File: src/rtl/connect_ep_pkg.sv
// connect_ep_pkg
// Shared definitions for the CONNECT NoC user-port endpoints (receive and
// transmit side). Holds default field widths, bit-position helpers for the
// flit and credit words, and pack/unpack functions for the default layout.
//
// Flit word layout, MSB first: {valid, tail, dest, vc, data}
// Credit word layout, MSB first: {valid, vc}
package connect_ep_pkg;

  localparam int DEF_NUM_VCS         = 2;
  localparam int DEF_VC_BITS         = (DEF_NUM_VCS > 1) ? $clog2(DEF_NUM_VCS) : 1;
  localparam int DEF_FLIT_DATA_WIDTH = 32;
  localparam int DEF_DEST_BITS       = 4;
  localparam int DEF_BUF_DEPTH       = 8;

  // Bit positions as functions of the field widths so that modules with
  // non-default parameters derive the same layout.
  function automatic int vc_lsb(input int dw);
    return dw;
  endfunction

  function automatic int dest_lsb(input int dw, input int vb);
    return dw + vb;
  endfunction

  function automatic int tail_pos(input int dw, input int vb, input int db);
    return dw + vb + db;
  endfunction

  function automatic int valid_pos(input int dw, input int vb, input int db);
    return dw + vb + db + 1;
  endfunction

  function automatic int flit_width(input int dw, input int vb, input int db);
    return dw + vb + db + 2;
  endfunction

  localparam int DEF_FLIT_W   = flit_width(DEF_FLIT_DATA_WIDTH, DEF_VC_BITS, DEF_DEST_BITS);
  localparam int DEF_CREDIT_W = 1 + DEF_VC_BITS;

  typedef struct packed {
    logic                           valid;
    logic                           tail;
    logic [DEF_DEST_BITS-1:0]       dest;
    logic [DEF_VC_BITS-1:0]         vc;
    logic [DEF_FLIT_DATA_WIDTH-1:0] data;
  } flit_t;

  typedef struct packed {
    logic                   valid;
    logic [DEF_VC_BITS-1:0] vc;
  } credit_t;

  function automatic logic [DEF_FLIT_W-1:0] pack_flit(
    input logic                           valid,
    input logic                           tail,
    input logic [DEF_DEST_BITS-1:0]       dest,
    input logic [DEF_VC_BITS-1:0]         vc,
    input logic [DEF_FLIT_DATA_WIDTH-1:0] data
  );
    return {valid, tail, dest, vc, data};
  endfunction

  function automatic flit_t unpack_flit(input logic [DEF_FLIT_W-1:0] word);
    return flit_t'(word);
  endfunction

  function automatic logic [DEF_CREDIT_W-1:0] pack_credit(
    input logic                   valid,
    input logic [DEF_VC_BITS-1:0] vc
  );
    return {valid, vc};
  endfunction

  function automatic credit_t unpack_credit(input logic [DEF_CREDIT_W-1:0] word);
    return credit_t'(word);
  endfunction

endpackage

File: src/rtl/connect_vc_fifo.sv
// connect_vc_fifo
// Synchronous FIFO holding the flits of one virtual channel.
// A pop on empty is ignored; a push on full is ignored unless a pop happens
// in the same cycle, in which case both take effect and count is unchanged.
//
// Ports:
//   clk, rst_n : clock, asynchronous active-low reset (empties the FIFO)
//   push, din  : write request and entry
//   pop        : read request (advances the head)
//   dout       : current head entry, valid whenever empty=0
//   full, empty: occupancy flags
//   count      : occupancy, 0..DEPTH
module connect_vc_fifo #(
  parameter int DATA_W = 37,
  parameter int DEPTH  = 8
) (
  input  logic                       clk,
  input  logic                       rst_n,
  input  logic                       push,
  input  logic                       pop,
  input  logic [DATA_W-1:0]          din,
  output logic [DATA_W-1:0]          dout,
  output logic                       full,
  output logic                       empty,
  output logic [$clog2(DEPTH):0]     count
);

  localparam int PTR_W = $clog2(DEPTH);
  localparam int CNT_W = PTR_W + 1;

  logic [DATA_W-1:0] r_mem [DEPTH];
  logic [PTR_W-1:0]  r_wr_ptr;
  logic [PTR_W-1:0]  r_rd_ptr;
  logic [CNT_W-1:0]  r_count;

  logic w_do_pop;
  logic w_do_push;

  assign empty     = (r_count == '0);
  assign full      = (r_count == CNT_W'(DEPTH));
  assign count     = r_count;
  assign w_do_pop  = pop && !empty;
  assign w_do_push = push && (!full || w_do_pop);

  // Head is read combinationally so a flit written at one edge is visible
  // as the head in the very next cycle.
  assign dout = r_mem[r_rd_ptr];

  always_ff @(posedge clk) begin
    if (w_do_push) begin
      r_mem[r_wr_ptr] <= din;
    end
  end

  // Pointers wrap naturally because DEPTH is a power of two.
  always_ff @(posedge clk or negedge rst_n) begin
    if (!rst_n) begin
      r_wr_ptr <= '0;
      r_rd_ptr <= '0;
      r_count  <= '0;
    end else begin
      if (w_do_push) begin
        r_wr_ptr <= r_wr_ptr + PTR_W'(1);
      end
      if (w_do_pop) begin
        r_rd_ptr <= r_rd_ptr + PTR_W'(1);
      end
      r_count <= r_count + CNT_W'(w_do_push) - CNT_W'(w_do_pop);
    end
  end

endmodule

File: src/rtl/connect_rx_endpoint.sv
// connect_rx_endpoint
// Receive endpoint of a CONNECT NoC user port. Flits from the router output
// port are buffered per VC, arbitrated round robin at flit granularity and
// presented on a valid/ready stream. Each dequeued flit returns one credit
// on its VC the cycle after the handshake.
//
// Ports:
//   clk, rst_n          : clock, asynchronous active-low reset
//   my_id               : receive ID of this port (quasi-static)
//   flit_in             : {valid, tail, dest, vc, data} from the router
//   credit_out          : {valid, vc} credit back to the router
//   out_valid/out_ready : consumer handshake
//   out_data/tail/vc/dest : fields of the selected head flit (0 when idle)
//   pkt_count           : accepted tail flits, wrapping 16-bit counter
//   overflow_err        : sticky, flit arrived on a full VC and was dropped
//   misroute_err        : sticky, flit dest differed from my_id
//   err_clr             : synchronous clear of both sticky errors
module connect_rx_endpoint
  import connect_ep_pkg::*;
#(
  parameter int NUM_VCS         = DEF_NUM_VCS,
  parameter int VC_BITS         = (NUM_VCS > 1) ? $clog2(NUM_VCS) : 1,
  parameter int FLIT_DATA_WIDTH = DEF_FLIT_DATA_WIDTH,
  parameter int DEST_BITS       = DEF_DEST_BITS,
  parameter int BUF_DEPTH       = DEF_BUF_DEPTH
) (
  input  logic                                          clk,
  input  logic                                          rst_n,
  input  logic [DEST_BITS-1:0]                          my_id,
  input  logic [2+DEST_BITS+VC_BITS+FLIT_DATA_WIDTH-1:0] flit_in,
  output logic [VC_BITS:0]                              credit_out,
  output logic                                          out_valid,
  input  logic                                          out_ready,
  output logic [FLIT_DATA_WIDTH-1:0]                    out_data,
  output logic                                          out_tail,
  output logic [VC_BITS-1:0]                            out_vc,
  output logic [DEST_BITS-1:0]                          out_dest,
  output logic [15:0]                                   pkt_count,
  output logic                                          overflow_err,
  output logic                                          misroute_err,
  input  logic                                          err_clr
);

  localparam int P_VC_LSB   = vc_lsb(FLIT_DATA_WIDTH);
  localparam int P_DEST_LSB = dest_lsb(FLIT_DATA_WIDTH, VC_BITS);
  localparam int P_TAIL     = tail_pos(FLIT_DATA_WIDTH, VC_BITS, DEST_BITS);
  localparam int P_VALID    = valid_pos(FLIT_DATA_WIDTH, VC_BITS, DEST_BITS);
  localparam int ENTRY_W    = 1 + DEST_BITS + FLIT_DATA_WIDTH;
  localparam int CNT_W      = $clog2(BUF_DEPTH) + 1;

  // Incoming flit fields
  logic                       w_in_valid;
  logic                       w_in_tail;
  logic [DEST_BITS-1:0]       w_in_dest;
  logic [VC_BITS-1:0]         w_in_vc;
  logic [FLIT_DATA_WIDTH-1:0] w_in_data;
  logic [ENTRY_W-1:0]         w_in_entry;

  assign w_in_valid = flit_in[P_VALID];
  assign w_in_tail  = flit_in[P_TAIL];
  assign w_in_dest  = flit_in[P_DEST_LSB +: DEST_BITS];
  assign w_in_vc    = flit_in[P_VC_LSB +: VC_BITS];
  assign w_in_data  = flit_in[FLIT_DATA_WIDTH-1:0];
  assign w_in_entry = {w_in_tail, w_in_dest, w_in_data};

  // Per-VC FIFO signals
  logic [NUM_VCS-1:0] w_push;
  logic [NUM_VCS-1:0] w_pop;
  logic [NUM_VCS-1:0] w_full;
  logic [NUM_VCS-1:0] w_empty;
  logic [NUM_VCS-1:0] w_nonempty;
  logic [NUM_VCS-1:0] w_acc_vc;
  logic [ENTRY_W-1:0] w_dout  [NUM_VCS];
  logic [CNT_W-1:0]   w_count [NUM_VCS];

  // Arbitration / output state
  logic [VC_BITS-1:0] r_last_grant;
  logic               r_hold_valid;
  logic [VC_BITS-1:0] r_hold_vc;
  logic               r_credit_valid;
  logic [VC_BITS-1:0] r_credit_vc;
  logic [15:0]        r_pkt_count;
  logic               r_overflow_err;
  logic               r_misroute_err;

  logic               w_rr_found;
  logic [VC_BITS-1:0] w_rr_idx;
  logic [VC_BITS-1:0] w_rr_vc;
  logic [VC_BITS-1:0] w_sel_vc;
  logic               w_out_valid;
  logic               w_handshake;
  logic [ENTRY_W-1:0] w_sel_entry;
  logic               w_accept;
  logic               w_ovf_evt;
  logic               w_mis_evt;

  genvar gi;
  generate
    for (gi = 0; gi < NUM_VCS; gi++) begin : g_vc
      assign w_push[gi]     = w_in_valid && (w_in_vc == VC_BITS'(gi));
      assign w_pop[gi]      = w_handshake && (w_sel_vc == VC_BITS'(gi));
      assign w_nonempty[gi] = (w_count[gi] != '0);
      // Full is only a refusal if the same VC is not popped on this edge.
      assign w_acc_vc[gi]   = w_push[gi] && (!w_full[gi] || w_pop[gi]);

      connect_vc_fifo #(
        .DATA_W (ENTRY_W),
        .DEPTH  (BUF_DEPTH)
      ) u_fifo (
        .clk   (clk),
        .rst_n (rst_n),
        .push  (w_push[gi]),
        .pop   (w_pop[gi]),
        .din   (w_in_entry),
        .dout  (w_dout[gi]),
        .full  (w_full[gi]),
        .empty (w_empty[gi]),
        .count (w_count[gi])
      );
    end
  endgenerate

  // Round robin: first non-empty VC starting after the last granted one.
  always_comb begin
    w_rr_found = 1'b0;
    w_rr_idx   = '0;
    w_rr_vc    = '0;
    for (int k = 1; k <= NUM_VCS; k++) begin
      w_rr_idx = VC_BITS'((int'(r_last_grant) + k) % NUM_VCS);
      if (!w_rr_found && !w_empty[w_rr_idx]) begin
        w_rr_found = 1'b1;
        w_rr_vc    = w_rr_idx;
      end
    end
  end

  // A presented flit that was not taken stays selected, so a newly filled
  // higher-priority VC cannot pre-empt it.
  assign w_sel_vc    = r_hold_valid ? r_hold_vc : w_rr_vc;
  assign w_out_valid = r_hold_valid || (|w_nonempty);
  assign w_handshake = w_out_valid && out_ready;
  assign w_sel_entry = w_dout[w_sel_vc];

  assign out_valid = w_out_valid;
  assign out_tail  = w_out_valid && w_sel_entry[ENTRY_W-1];
  assign out_dest  = w_out_valid ? w_sel_entry[FLIT_DATA_WIDTH +: DEST_BITS] : '0;
  assign out_data  = w_out_valid ? w_sel_entry[FLIT_DATA_WIDTH-1:0] : '0;
  assign out_vc    = w_out_valid ? w_sel_vc : '0;

  assign w_accept  = |w_acc_vc;
  assign w_ovf_evt = w_in_valid && !w_accept;
  assign w_mis_evt = w_in_valid && (w_in_dest != my_id);

  always_ff @(posedge clk or negedge rst_n) begin
    if (!rst_n) begin
      r_last_grant   <= VC_BITS'(NUM_VCS - 1);
      r_hold_valid   <= 1'b0;
      r_hold_vc      <= '0;
      r_credit_valid <= 1'b0;
      r_credit_vc    <= '0;
      r_pkt_count    <= '0;
      r_overflow_err <= 1'b0;
      r_misroute_err <= 1'b0;
    end else begin
      if (w_handshake) begin
        r_last_grant <= w_sel_vc;
      end
      r_hold_valid   <= w_out_valid && !out_ready;
      r_hold_vc      <= w_sel_vc;
      r_credit_valid <= w_handshake;
      r_credit_vc    <= w_handshake ? w_sel_vc : '0;
      if (w_accept && w_in_tail) begin
        r_pkt_count <= r_pkt_count + 16'd1;
      end
      // A new error event in the clearing cycle keeps the flag set.
      r_overflow_err <= w_ovf_evt || (r_overflow_err && !err_clr);
      r_misroute_err <= w_mis_evt || (r_misroute_err && !err_clr);
    end
  end

  assign credit_out   = {r_credit_valid, r_credit_vc};
  assign pkt_count    = r_pkt_count;
  assign overflow_err = r_overflow_err;
  assign misroute_err = r_misroute_err;

endmodule

File: config.mk
export PLATFORM = sky130hd
export DESIGN_NAME = connect_rx_endpoint
export DESIGN_NICKNAME = d
export VERILOG_FILES = /design/src/rtl/connect_ep_pkg.sv /design/src/rtl/connect_vc_fifo.sv /design/src/rtl/connect_rx_endpoint.sv
export SDC_FILE = /design/constraint.sdc
export NUM_CORES = 1
export LEC_CHECK = 0
export CAP_MARGIN = 10
export CORE_MARGIN = 2
export CORE_UTILIZATION = 60
export DETAILED_ROUTE_END_ITERATION = 12
export GPL_TIMING_DRIVEN = 0
export PLACE_DENSITY = 0.85
export SYNTH_ARGS = -nofsm -noshare
export SYNTH_HDL_FRONTEND = slang
export SYNTH_SLANG_ARGS = --single-unit
File: constraint.sdc
create_clock -name clk -period 12.1 [get_ports clk]
set_clock_uncertainty 0.2 [all_clocks]
set_input_delay 1.21 -clock clk [delete_from_list [all_inputs] [get_ports clk]]
set_output_delay 1.21 -clock clk [all_outputs]
set_load 0.01 [all_outputs]
**After elaboration in Yosys (flattened, before gate mapping)**

Memory sizes are Yosys's and may differ from the RTL's.
Index checks and enable logic that the tools add are counted.

- RAM bits: 592
- Output and inout port bits: 59
- Register bits: 43
- Memories kept: 2
- Word-level logic and storage cells: 94

- Bitwise logic cells: 3
- Reduce and logical (&&, ||, !) cells: 40
- Eq/ne operators: 3
- Order comparisons: 3
- Muxes and demuxes: 18
- Add/subtract/negate cells: 11

Memory list:

| name | depth | width | read ports | clocked after Yosys merged registers in | wr ports | RTL line | RTL |
|---|---|---|---|---|---|---|---|
| g_vc[0].u_fifo.r_mem | 8 | 37 | 1 | 0 | 1 | connect_vc_fifo.sv:31 | `logic [DATA_W-1:0] r_mem [DEPTH];` |
| g_vc[1].u_fifo.r_mem | 8 | 37 | 1 | 0 | 1 | connect_vc_fifo.sv:31 |  |

Operators by type and width:

| operator | count |
|---|---|
| $mux 37 | 3 |
| $mux 32 | 1 |
| $logic_and 1x1->1 | 19 |
| $add 16x1->16 const B | 1 |
| $mux 1 | 13 |
| $add 3x1->3 const B | 4 |
| $add 4x1->4 | 2 |
| $eq 4x4->1 const B | 2 |
| $logic_not 1->1 | 8 |
| $logic_not 4->1 | 2 |
| $reduce_bool 4->1 | 2 |
| $sub 4x1->4 | 2 |
| $logic_or 1x1->1 | 7 |
| $lt 1x2->1 const B | 2 |
| $mux 4 | 1 |
| $ne 4x4->1 | 1 |
| $reduce_or 2->1 | 2 |
| $add 1x1->1 const B | 2 |
| $ge 2x2->1 const B | 1 |
| $not 1->1 | 2 |
| $not 1->2 | 1 |

**Longest topological paths before layout**

Gate-level depths: netlist (run 1).

- Depth after elaboration: 15
- Gate-level depth with buffers: 12
- Mapped depth without buffers: 12

**Hierarchy**

Synthesis (run 1) repeated with hierarchy kept, for this count alone.

- Cells, all modules: 1204
- Area total of the unflattened synthesis: 25081.6 um2

By module, submodules not included:

| module | area each (um2) | instances | cells each |
|---|---|---|---|
| connect_vc_fifo | 11726.2 | 2 | 487 |
| connect_rx_endpoint | 1629.1 | 1 | 230 |

**Least setup slack after synthesis (run 1)**

No wires, ideal clock.

- Kind: input -> register
- Start point: input port out_ready
- End point: memory g_vc[0].u_fifo.r_mem[0][0] (enable)
- Data required time: 11.376 ns
- Library setup time: 0.524 ns
- Slack: 5.906 ns
- Buffers on the path: 0
- Arrival: 5.470 ns
- Stages on the path: 4
- Cell sequence: nand3_1 -> a21oi_1 -> o21ai_1 -> nor4_1

- Longest elaborated chain between the ends: 7

RTL lines:

| item | RTL line | RTL |
|---|---|---|
| start: declaration | connect_rx_endpoint.sv:33 | `input logic out_ready,` |
| $logic_and 1x1->1 | connect_rx_endpoint.sv:141 | `assign w_handshake = w_out_valid && out_ready;` |
| $logic_and 1x1->1 | connect_rx_endpoint.sv:101 | `assign w_pop[gi] = w_handshake && (w_sel_vc == VC_BITS'(gi));` |
| $logic_and 1x1->1 | connect_vc_fifo.sv:42 | `assign w_do_pop = pop && !empty;` |
| $logic_or 1x1->1 | connect_vc_fifo.sv:43 | `assign w_do_push = push && (!full \|\| w_do_pop);` |
| $logic_and 1x1->1 | connect_vc_fifo.sv:43 |  |
| $mux 1 | connect_vc_fifo.sv:50 | `if (w_do_push) begin` |
| $mux 1 (implied by the code) | connect_vc_fifo.sv:51 | `r_mem[r_wr_ptr] <= din;` |
| end: declaration | connect_vc_fifo.sv:31 |  |

No other way between the ends.

**Worst setup path after layout (run 1)**

- Start point: register g_vc[1].u_fifo.r_count[2]
- End point: output port out_data[23]

- Longest elaborated chain between the ends: 12
- Elaborated cells on any way between the ends: 18

RTL lines:

| item | RTL line | RTL |
|---|---|---|
| start: declaration | connect_vc_fifo.sv:34 | `logic [CNT_W-1:0] r_count;` |
| start signal: assignment | connect_vc_fifo.sv:68 | `r_count <= r_count + CNT_W'(w_do_push) - CNT_W'(w_do_pop);` |
| $logic_not 4->1 | connect_vc_fifo.sv:39 | `assign empty = (r_count == '0);` |
| $mux 1 (implied by the code) (2 in series) | connect_rx_endpoint.sv:130 | `if (!w_rr_found && !w_empty[w_rr_idx]) begin` |
| $logic_not 1->1 | connect_rx_endpoint.sv:130 |  |
| $logic_and 1x1->1 | connect_rx_endpoint.sv:130 |  |
| $mux 1 | connect_rx_endpoint.sv:130 |  |
| $mux 1 | connect_rx_endpoint.sv:139 | `assign w_sel_vc = r_hold_valid ? r_hold_vc : w_rr_vc;` |
| $not 1->2 (implied by the code) | connect_rx_endpoint.sv:142 | `assign w_sel_entry = w_dout[w_sel_vc];` |
| $mux 37 (implied by the code) (3 in series) | connect_rx_endpoint.sv:142 |  |
| $mux 32 (*) | connect_rx_endpoint.sv:147 | `assign out_data = w_out_valid ? w_sel_entry[FLIT_DATA_WIDTH-1:0] : '0;` |
| end: declaration | connect_rx_endpoint.sv:34 | `output logic [FLIT_DATA_WIDTH-1:0] out_data,` |

Every way passes the cells marked *; elsewhere a longest branch is shown, timed or not. The select of a mux whose other input is x is not followed.

==> results.toml, run 1 <==
[run_status]
status = "complete, no violations"

[timing]
max_freq_mhz = 174
hold_ws_ns = 0.280
hold_viol_final = 0
rsz0062_at_grt = "no"
fin_tns_setup_ns = 0
setup_viol = 0
setup_ws_ns = 6.34
finalCritPeriodShare = 0.476
worst_pin_slew_ns = 1.11
period_needed_ns = 5.76
slew-limit-headroom = 0.259
slew_violations = 0

[drt]
wl_per_cell_microns = 29.9
wl_mm = 57.8
drt_iter0_markers = 1581
first_pass_iters = 5
ant_nets = 0
viasPerCell = 6.52
drc = 0
detailroute.via_count = 12621

[final_layout]
fill_cells = 2249
layout.nets = 1420
diodes = 0
synthToLayoutAreaGrowth_pct = 17.8
final_cell_mix = "592 x edfxtp_1, 148 x mux4_2, 104 x clkdlybuf4s50_1"
regArea_sq_mm = 0.0189
multi_input_area_sq_mm = 0.00565
drive_above_1_share = 0.241
layout_commonest_cell = "edfxtp_1"

[clock_tree]
ctsHoldBuffers = 0
cts_buffer_depth = 3
cts_tree = "done"
clk_latency_ns = 0.61
cts_setup_buffers = 0
cts.sinks = 635
cts_root_buf = "clkbuf_16"
clk_pin_slew_ns = 0.06
htreeDepth = 2
cts_made_buffers = 59
cts_resized = 0

[placed_design]
place_ws_ns = 6.96
place_hpwl_mm = 35.3
portBuffers = 105
place_congestion = 0.799

[pwr]
p_int_w = 0.00472
total_power_w = 0.00680
p_comb_frac = 0.322
switchingPower_w = 0.00208
p_leak_nw = 9.71
pwr-share-seq = 0.400
swShare = 0.306
power_frac_clock = 0.278
p_per_area_mw_per_mm2 = 234
ir_drop_mv = 0.158

[global_route]
antenna_found_initial = 2
overflow = 0
grt_pass1_wl_mm = 85.0
grt_usage = 0.279
grt_max_degree = 28
grt_pass1_vias = 13200

[die]
coreArea_sq_mm = 0.0407
io_pins = 106
dieArea_sq_mm = 0.0428
chipHeight_microns = 207
rows = 74
initial_core_util = 0.607
die_x_microns = 207

[synth]
yosysSeqAreaShare = 0.763
async_flop_share = 0.0677
synth-edff-count = 592
ys_ff_latch = 635
synth_fp_nets = 1202
syn_area_sq_mm = 0.0247
synth_ff_type = "edfxtp_1"
ys_types = 48
avgSynthCellArea_sq_um = 21.7
yosys_warnings = 0
syn_inst = 1137

[worst_setup_path]
ff2ff_setup_slack_ns = 7.84
cp-start-kind = "register"
critPathKind = "reg -> out"
r2r_end = "g_vc[0].u_fifo.r_mem[4][15]"
r2r-start = "g_vc[1].u_fifo.count[2]"
r2r_cells = 9
end_kind = "output pin"
crit_end = "out_data[23]"
cp_max_fo = 10
crit_required_ns = 10.69
worstPathArrival_ns = 4.35
cp-startpoint = "g_vc[1].u_fifo.count[2]"

[run]
cap_violations = 0

[hold_path]
hold_path_class = "reg -> reg"
## critical path: stages (launching register included)
cell             delay [ns]
dfrtp_1                0.35
inv_1                  0.10
ha_1                   0.17
or3b_2                 0.48
or2_2                  0.31
nand2_1                0.34
nand2_1                0.47
clkbuf_1               0.47
o22ai_1                0.43
clkdlybuf4s50_1        0.61
## sequential cells by signal (all words and copies together) (netlist names)
register,count
overflow_err,1
g_vc.u_fifo.r_rd_ptr,6
r_credit_vc,1
r_credit_valid,1
misroute_err,1
r_last_grant,1
g_vc.u_fifo.count,8
g_vc.u_fifo.r_wr_ptr,6
pkt_count,16
r_hold_valid,1
g_vc.u_fifo.r_mem,592
r_hold_vc,1
## per-stage QoR
stage / util / area (sq um) / std cells
finish: 0.714 / 29100 / 1937
global placement: 0.649 / 26400 / 1774
floorplan: - / 24700 / 1137
detailed placement: 0.666 / 27100 / 1826
global route: 0.714 / 29100 / 1937
CTS: 0.714 / 29100 / 1937
## final cells by class
| type | instances | share of cell area |
|---|---|---|
| tap | 532 | 0.0229 |
| inverter | 24 | 0.00310 |
| sequential | 635 | 0.648 |
| clock buffer | 71 | 0.0540 |
| multi-input combinational | 426 | 0.194 |
| clock inverter | 40 | 0.0136 |
| timing repair buffer | 157 | 0.0572 |
| buffer | 52 | 0.00744 |
## worst min-delay path by stage
| stage | start | endpoint | slack, ns | cells after the start |
|---|---|---|---|---|
| after floorplan | r_last_grant | r_last_grant | 0.26 | 2 |
| after global placement | pkt_count[15] | pkt_count[15] | 0.26 | 1 |
| after detailed placement | pkt_count[15] | pkt_count[15] | 0.28 | 1 |
| after CTS | pkt_count[15] | pkt_count[15] | 0.29 | 1 |
| after global routing | pkt_count[15] | pkt_count[15] | 0.29 | 1 |
| final | pkt_count[15] | pkt_count[15] | 0.28 | 1 |
## cell usage after synthesis (all sizes together), types with 6 or more instances
master  instances  area (sq um)
edfxtp        592         17800
o22ai          38           238
nor3           11          55.1
mux4          148          3330
inv            24          90.1
nand2          21          78.8
mux2i          75           751
buf            21           100
ha             16           200
xor2           22           193
nor2           11          41.3
dfrtp          42          1050
clkbuf         31           116
a21oi          11          58.8
nand3           6          30.0
xnor2           9          78.8
## logic make-up (layout without fill, tap and decap cells)
family          after synthesis  in the layout  synth area share
flops                       635            635             0.763
mux                         228            228             0.168
simple gates                 81             81            0.0187
buf+inv                      76            344            0.0124
compound gates               68             68            0.0177
xor+xnor                     31             31            0.0110
fa+ha+maj                    18             18           0.00972
## power groups by stage
stage / Clock [W] / Combinational (W) / Sequential (W)
final: 0.00189 / 0.00219 / 0.00272
after global routing: 0.00197 / 0.00232 / 0.00273
after CTS: 0.00190 / 0.00220 / 0.00272
after detailed placement: 0 / 0.00215 / 0.00276
after global placement: 0 / 0.00203 / 0.00276
after floorplan: 0 / 0.00131 / 0.00274
## metal layers
layer  vias to the layer above  share of wire  track usage
met5                         -        0.00043            0
li1                       5181              -            -
met2                       742           0.52        0.473
met3                       161          0.081       0.0427
met1                      6533           0.36        0.372
met4                         4          0.035        0.106
Note: power is estimated with default switching activity, not from simulation.
==> inputs of run 2 (changes only) <==
--- a/config.mk
+++ b/config.mk
@@ -7,10 +7,10 @@
 export LEC_CHECK = 0
 export CAP_MARGIN = 10
 export CORE_MARGIN = 2
-export CORE_UTILIZATION = 60
+export CORE_UTILIZATION = 54
 export DETAILED_ROUTE_END_ITERATION = 12
 export GPL_TIMING_DRIVEN = 0
-export PLACE_DENSITY = 0.85
+export PLACE_DENSITY = 0.81
 export SYNTH_ARGS = -nofsm -noshare
 export SYNTH_HDL_FRONTEND = slang
 export SYNTH_SLANG_ARGS = --single-unit
==> constraint.sdc (replaced) <==
create_clock -name clk -period 5.2 [get_ports clk]
set_clock_uncertainty 0.2 [all_clocks]
set_input_delay 0.52 -clock clk [delete_from_list [all_inputs] [get_ports clk]]
set_output_delay 0.52 -clock clk [all_outputs]
set_load 0.01 [all_outputs]
==> run 2 against run 1 <==
Sequential cell count unchanged; first-iteration DRC count increased by 0.70%; register-to-register slack got worse by 6.9 ns; sequential share of layout area decreased by 0.51 points; die area increased by 11%; combinational power increased by 130%; routed wire length decreased by 1.2%.
==> results.toml, run 2 (synthesis gave the netlist of run 1 again) <==
[drt]
ant_nets = 0
drc = 0
drt_iter0_markers = 1592
wl_met3_mm = 4.79
viasPerCell = 6.31
wl_met2_mm = 28.7
detailroute.via_count = 12607
top_layer = "met5"
wl_mm = 57.2
met1_length_mm = 21.7
first_pass_iters = 7
wl_per_cell_microns = 28.6

[pwr]
swShare = 0.304
power_frac_clock = 0.284
total_power_w = 0.0160
p_leak_nw = 9.74
pwr-share-seq = 0.396
p_comb_frac = 0.320
p_int_w = 0.0111
switchingPower_w = 0.00485
ir_drop_mv = 0.398
p_per_area_mw_per_mm2 = 545

[run]
cap_violations = 0

[die]
dieArea_sq_mm = 0.0475
rows = 78
die_x_microns = 218
coreArea_sq_mm = 0.0453
initial_core_util = 0.546
io_pins = 106
chipHeight_microns = 218

[timing]
setup_viol = 0
max_freq_mhz = 198
slew_violations = 0
hold_viol_final = 0
worst_pin_slew_ns = 1.16
period_needed_ns = 5.04
rsz0062_at_grt = "no"
finalCritPeriodShare = 0.970
slew-limit-headroom = 0.230
hold_ws_ns = 0.236

[clock_tree]
clk_latency_ns = 0.62
cts_root_buf = "clkbuf_16"
cts_tree = "done"
cts_made_buffers = 59
htreeDepth = 2
clk_pin_slew_ns = 0.06
cts.sinks = 635
cts_buffer_depth = 3
cts_setup_buffers = 0

[global_route]
antenna_found_initial = 2
grt_usage = 0.247
grt_pass1_vias = 13126
grt_max_degree = 24
overflow = 0
grt_pass1_wl_mm = 84.9

[final_layout]
design_area_sq_mm = 0.0293
synthToLayoutAreaGrowth_pct = 18.7
layout_commonest_cell = "edfxtp_1"
layout.nets = 1412
regMostFlops = "g_vc.u_fifo.r_mem"
largest_reg_flops = 592
final_cell_mix = "592 x edfxtp_1, 148 x mux4_2, 104 x clkdlybuf4s50_1"
fin_cells = 1999
drive_above_1_share = 0.235

[hold_path]
hold_path_class = "in -> async"

[worst_setup_path]
crit_path_max_incr_delay_ns = 0.62
worstPathArrival_ns = 4.32
crit_required_ns = 4.48
worst_path_max_delay_cell = "clkdlybuf4s50_1"
ff2ff_setup_slack_ns = 0.97
cp_max_fo = 10
crit_chain = "inv_1 -> ha_1 -> or3b_2 -> or2_2 -> nand2_1 -> nand2_2 -> clkbuf_1 -> o22ai_1 -> clkdlybuf4s50_1"
cp-start-kind = "register"
critPathKind = "reg -> out"
end_kind = "output pin"

[placed_design]
place_hpwl_mm = 34.5
dpl_cell_area_sq_mm = 0.0273
portBuffers = 105
dpl.cell_count = 1885
place_congestion = 0.766

[run_status]
status = "complete, no violations"
## run 2: stage by stage
stage	setup slack [ns]	TNS [ns]	util
after global routing	0.114	0	0.648
after CTS	0.142	0	0.648
final	0.156	0	0.648
after detailed placement	0.729	0	0.603
after global placement	-3.09	-956.92	0.586
after floorplan	0.137	0	-
## run 2: layer usage
layer	vias up	global-route usage
li1	5157	-
met5	-	0
met1	6577	0.333
met2	727	0.406
met4	2	0.0946
met3	144	0.0444
## run 2: area by class of cell
cell class	instances	area, sq um
Sequential cell	635	18900
Clock inverter	47	541
Tap cell	600	751
Inverter	24	90.1
Clock buffer	65	1500
Antenna cell	1	2.50
Buffer	52	216
Timing Repair Buffer	149	1700
Multi-Input combinational cell	426	5680
Fill cell	2862	15900
## run 2: path summary, 6_finish.rpt
kind / startpoint / endpoint / depth (start not counted)
worst max-delay path: g_vc[1].u_fifo.count[2] / out_data[29] / 9
worst min-delay path: rst_n / r_credit_vc / 2
worst max register to register: g_vc[1].u_fifo.count[2] / g_vc[0].u_fifo.r_mem[2][6] / 9
worst min register to register: pkt_count[15] / pkt_count[15] / 1
max in group asynchronous: rst_n / r_last_grant / 3
min in group clk: pkt_count[15] / pkt_count[15] / 1
## run 2: critical path, delay by kind of cell, from the launching register on
family,cells,cell delay (ns)
compound gates,1,0.45
fa+ha+maj,1,0.19
buf+inv,3,1.14
flops,1,0.36
simple gates,4,1.56
## run 2: repair_timing
item | 4_1_cts | 5_1_grt
gates resized for setup | 1 | 0
setup endpoints to repair | 1 | 0
hold endpoints to repair | 22 | 0
hold buffers | 1 | 0
## run 2: power by group through the flow
stage          registers (W)  logic (W)  clock network [W]
5_1_grt              0.00636    0.00542            0.00476
3_5_place_dp         0.00641    0.00504                  0
4_1_cts              0.00633    0.00515            0.00458
6_report             0.00633    0.00511            0.00453
2_1_floorplan        0.00637    0.00306                  0
3_3_place_gp         0.00642    0.00475                  0
==> inputs of run 3 (changes only) <==
--- a/config.mk
+++ b/config.mk
@@ -13,4 +13,5 @@
 export PLACE_DENSITY = 0.81
 export SYNTH_ARGS = -nofsm -noshare
 export SYNTH_HDL_FRONTEND = slang
+export SYNTH_HIERARCHICAL = 1
 export SYNTH_SLANG_ARGS = --single-unit
==> run 3 against run 2 <==
Setup slack lost 0.024 ns; largest power group unchanged; die area rose by 1.5%; via count increased by 2.8%; combinational power increased by 3%; critical path depth is 1 higher; power increased by 1.2%; utilization is 0.77 points higher; non-clock buffer count up 28; worst hold slack got worse by 0.0038 ns; cell count increased by 4.7%; first-iteration DRC count shrank 5.8%; register-to-register slack worse by 0.69 ns.
==> results.toml, run 3 <==
[timing]
slew-limit-headroom = 0.331
setup_viol = 0
hold_viol_final = 0
worst_pin_slew_ns = 0.995
max_freq_mhz = 197
slew_violations = 0
rsz0062_at_grt = "no"
period_needed_ns = 5.07
finalCritPeriodShare = 0.975

[worst_setup_path]
crit_chain = "inv_1 -> ha_1 -> nor3b_1 -> nor2_1 -> a22oi_2 -> clkbuf_1 -> clkbuf_2 -> nand2_1 -> a21oi_1 -> clkdlybuf4s50_1"
critPathKind = "reg -> out"
path_buf_inv = 4
r2r_end = "g_vc[0].u_fifo/r_mem[0][19]"
cp_max_fo = 10
cp-startpoint = "g_vc[1].u_fifo/count[2]"
worst_path_dominant_cell_family = "buffers and inverters"
worst_path_max_delay_cell = "clkbuf_1"
end_kind = "output pin"
crit_required_ns = 4.48
r2r-start = "g_vc[1].u_fifo/count[2]"
worstSetupPathDepth = 10
worstPathArrival_ns = 4.35
ff2ff_setup_slack_ns = 0.28
crit_path_max_incr_delay_ns = 0.65
r2r_cells = 14
cp-start-kind = "register"

[die]
dieArea_sq_mm = 0.0482
coreArea_sq_mm = 0.0456
rows = 78
initial_core_util = 0.550
io_pins = 106
die_x_microns = 220
chipHeight_microns = 220

[clock_tree]
cts_root_buf = "clkbuf_16"
cts_setup_buffers = 0
cts.sinks = 635
cts_made_buffers = 61
cts_tree = "done"
cts_buffer_depth = 3
clk_pin_slew_ns = 0.07
clk_latency_ns = 0.62
htreeDepth = 2

[global_route]
grt_busiest_layer = "met2"
met2_usage = 0.408
grt_pass1_vias = 13549
grt_util_met1 = 0.333
grtUsageMet3 = 0.0530
grt_usage = 0.247
grt_pass1_wl_mm = 85.6
grt_max_degree = 23
antenna_found_initial = 1
overflow = 0

[final_layout]
post-route-util = 0.656
diodes = 0
final_cell_mix = "592 x edfxtp_1, 142 x mux4_2, 104 x clkdlybuf4s50_1"
synthToLayoutAreaGrowth_pct = 19.1
drive_above_1_share = 0.297
largest_reg_flops = 592
layout.nets = 1505
layout_commonest_cell = "edfxtp_1"
regMostFlops = "g_vc.u_fifo/r_mem"

[drt]
viasPerCell = 6.19
first_pass_iters = 5
wl_mm = 57.4
ant_nets = 0
drc = 0
drt_iter0_markers = 1500
detailroute.via_count = 12957
wl_per_cell_microns = 27.4

[placed_design]
portBuffers = 105
place_hpwl_mm = 36.6
place_congestion = 0.801

[synth]
async_flop_share = 0.0677
yosys_warnings = 6
ys_types = 42
ys_ff_latch = 635
synth_top_area_frac = 0.709
syn_area_sq_mm = 0.0251
yosysSeqAreaShare = 0.752
synth_common_cells = "592 x edfxtp_1, 142 x mux4_2, 92 x nand2_1"
synth-edff-count = 592
synth_ff_type = "edfxtp_1"
synth_fp_nets = 1268
syn_inst = 1204
synthTopCellsByArea = "edfxtp_1 71%, mux4_2 13%, dfrtp_1 4.2%"
avgSynthCellArea_sq_um = 20.8
synth_most_common_cell = "edfxtp_1"
yosysTopAreaCell = "edfxtp_1"

[run]
cap_violations = 0

[hold_path]
hold_path_class = "in -> async"

[pwr]
ir_drop_mv = 0.304
p_per_area_mw_per_mm2 = 541
p_leak_nw = 9.99
total_power_w = 0.0162

[run_status]
status = "complete, no violations"
-- run 3: stage by stage --
step	setup slack, ns	TNS [ns]	cells	hold slack [ns]	cell area (sq um)
finish	0.133	0	2093	0.232	29900
global route	0.00660	0	2093	0.267	29900
CTS	0.212	0	2093	0.221	29900
detailed placement	0.365	0	1977	0.260	27800
global placement	-3.74	-1892.73	1909	0.259	26900
floorplan	-0.0920	-19.52	1204	0.0244	25100
-- run 3: cells by family after synthesis --
kind of cell | Yosys count | synth area share
compound gates | 51 | 0.0111
xor+xnor | 31 | 0.0108
fa+ha+maj | 17 | 0.00908
buf+inv | 72 | 0.0156
flops | 635 | 0.752
mux | 231 | 0.171
simple gates | 167 | 0.0309
-- run 3: power by group --
part | switching [W] | internal (W) | total [W]
clock network | 0.00189 | 0.00270 | 0.00459
registers | 0.000239 | 0.00609 | 0.00633
logic | 0.00264 | 0.00261 | 0.00525
-- run 3: worst reg2reg max path: cells and delay by family (launching register included) --
family                   cells  cell delay (ns)
AO/OA/AOI/OAI                1             0.41
adder cells (fa/ha/maj)      1             0.18
buffers and inverters        6             1.28
flip-flops                   1             0.38
AND/OR/NAND/NOR              6             2.21
-- run 3: routing by layer --
metal | part of all wire | up-vias
li1 | - | 5375
met1 | 0.38 | 6729
met5 | 0.00028 | -
met4 | 0.026 | 2
met2 | 0.50 | 744
met3 | 0.093 | 107
-- run 3: worst max-delay path by stage --
stage	slack [ns]	end
floorplan	-0.09	g_vc[0].u_fifo/r_mem[6][0]
CTS	0.21	out_data[14]
global route	0.007	g_vc[0].u_fifo/r_mem[0][18]
finish	0.13	out_data[14]
detailed placement	0.36	g_vc[0].u_fifo/r_mem[0][19]
global placement	-3.74	g_vc[0].u_fifo/r_mem[6][19]
-- run 3: area by class of cell --
class	instances	area (sq um)
sequential	635	18900
fill	2841	15700
multi-input combinational	497	5960
timing repair buffer	174	1830
clock buffer	71	1640
tap	600	751
clock inverter	44	459
buffer	55	328
inverter	17	63.8
-- run 3: timing repair --
| action | 4_1_cts | 5_1_grt |
|---|---|---|
| hold endpoints to repair | 20 | 0 |
| endpoints found under the setup margin | 4 | 0 |
| hold buffers | 1 | 0 |
| gates resized for setup | 1 | 0 |
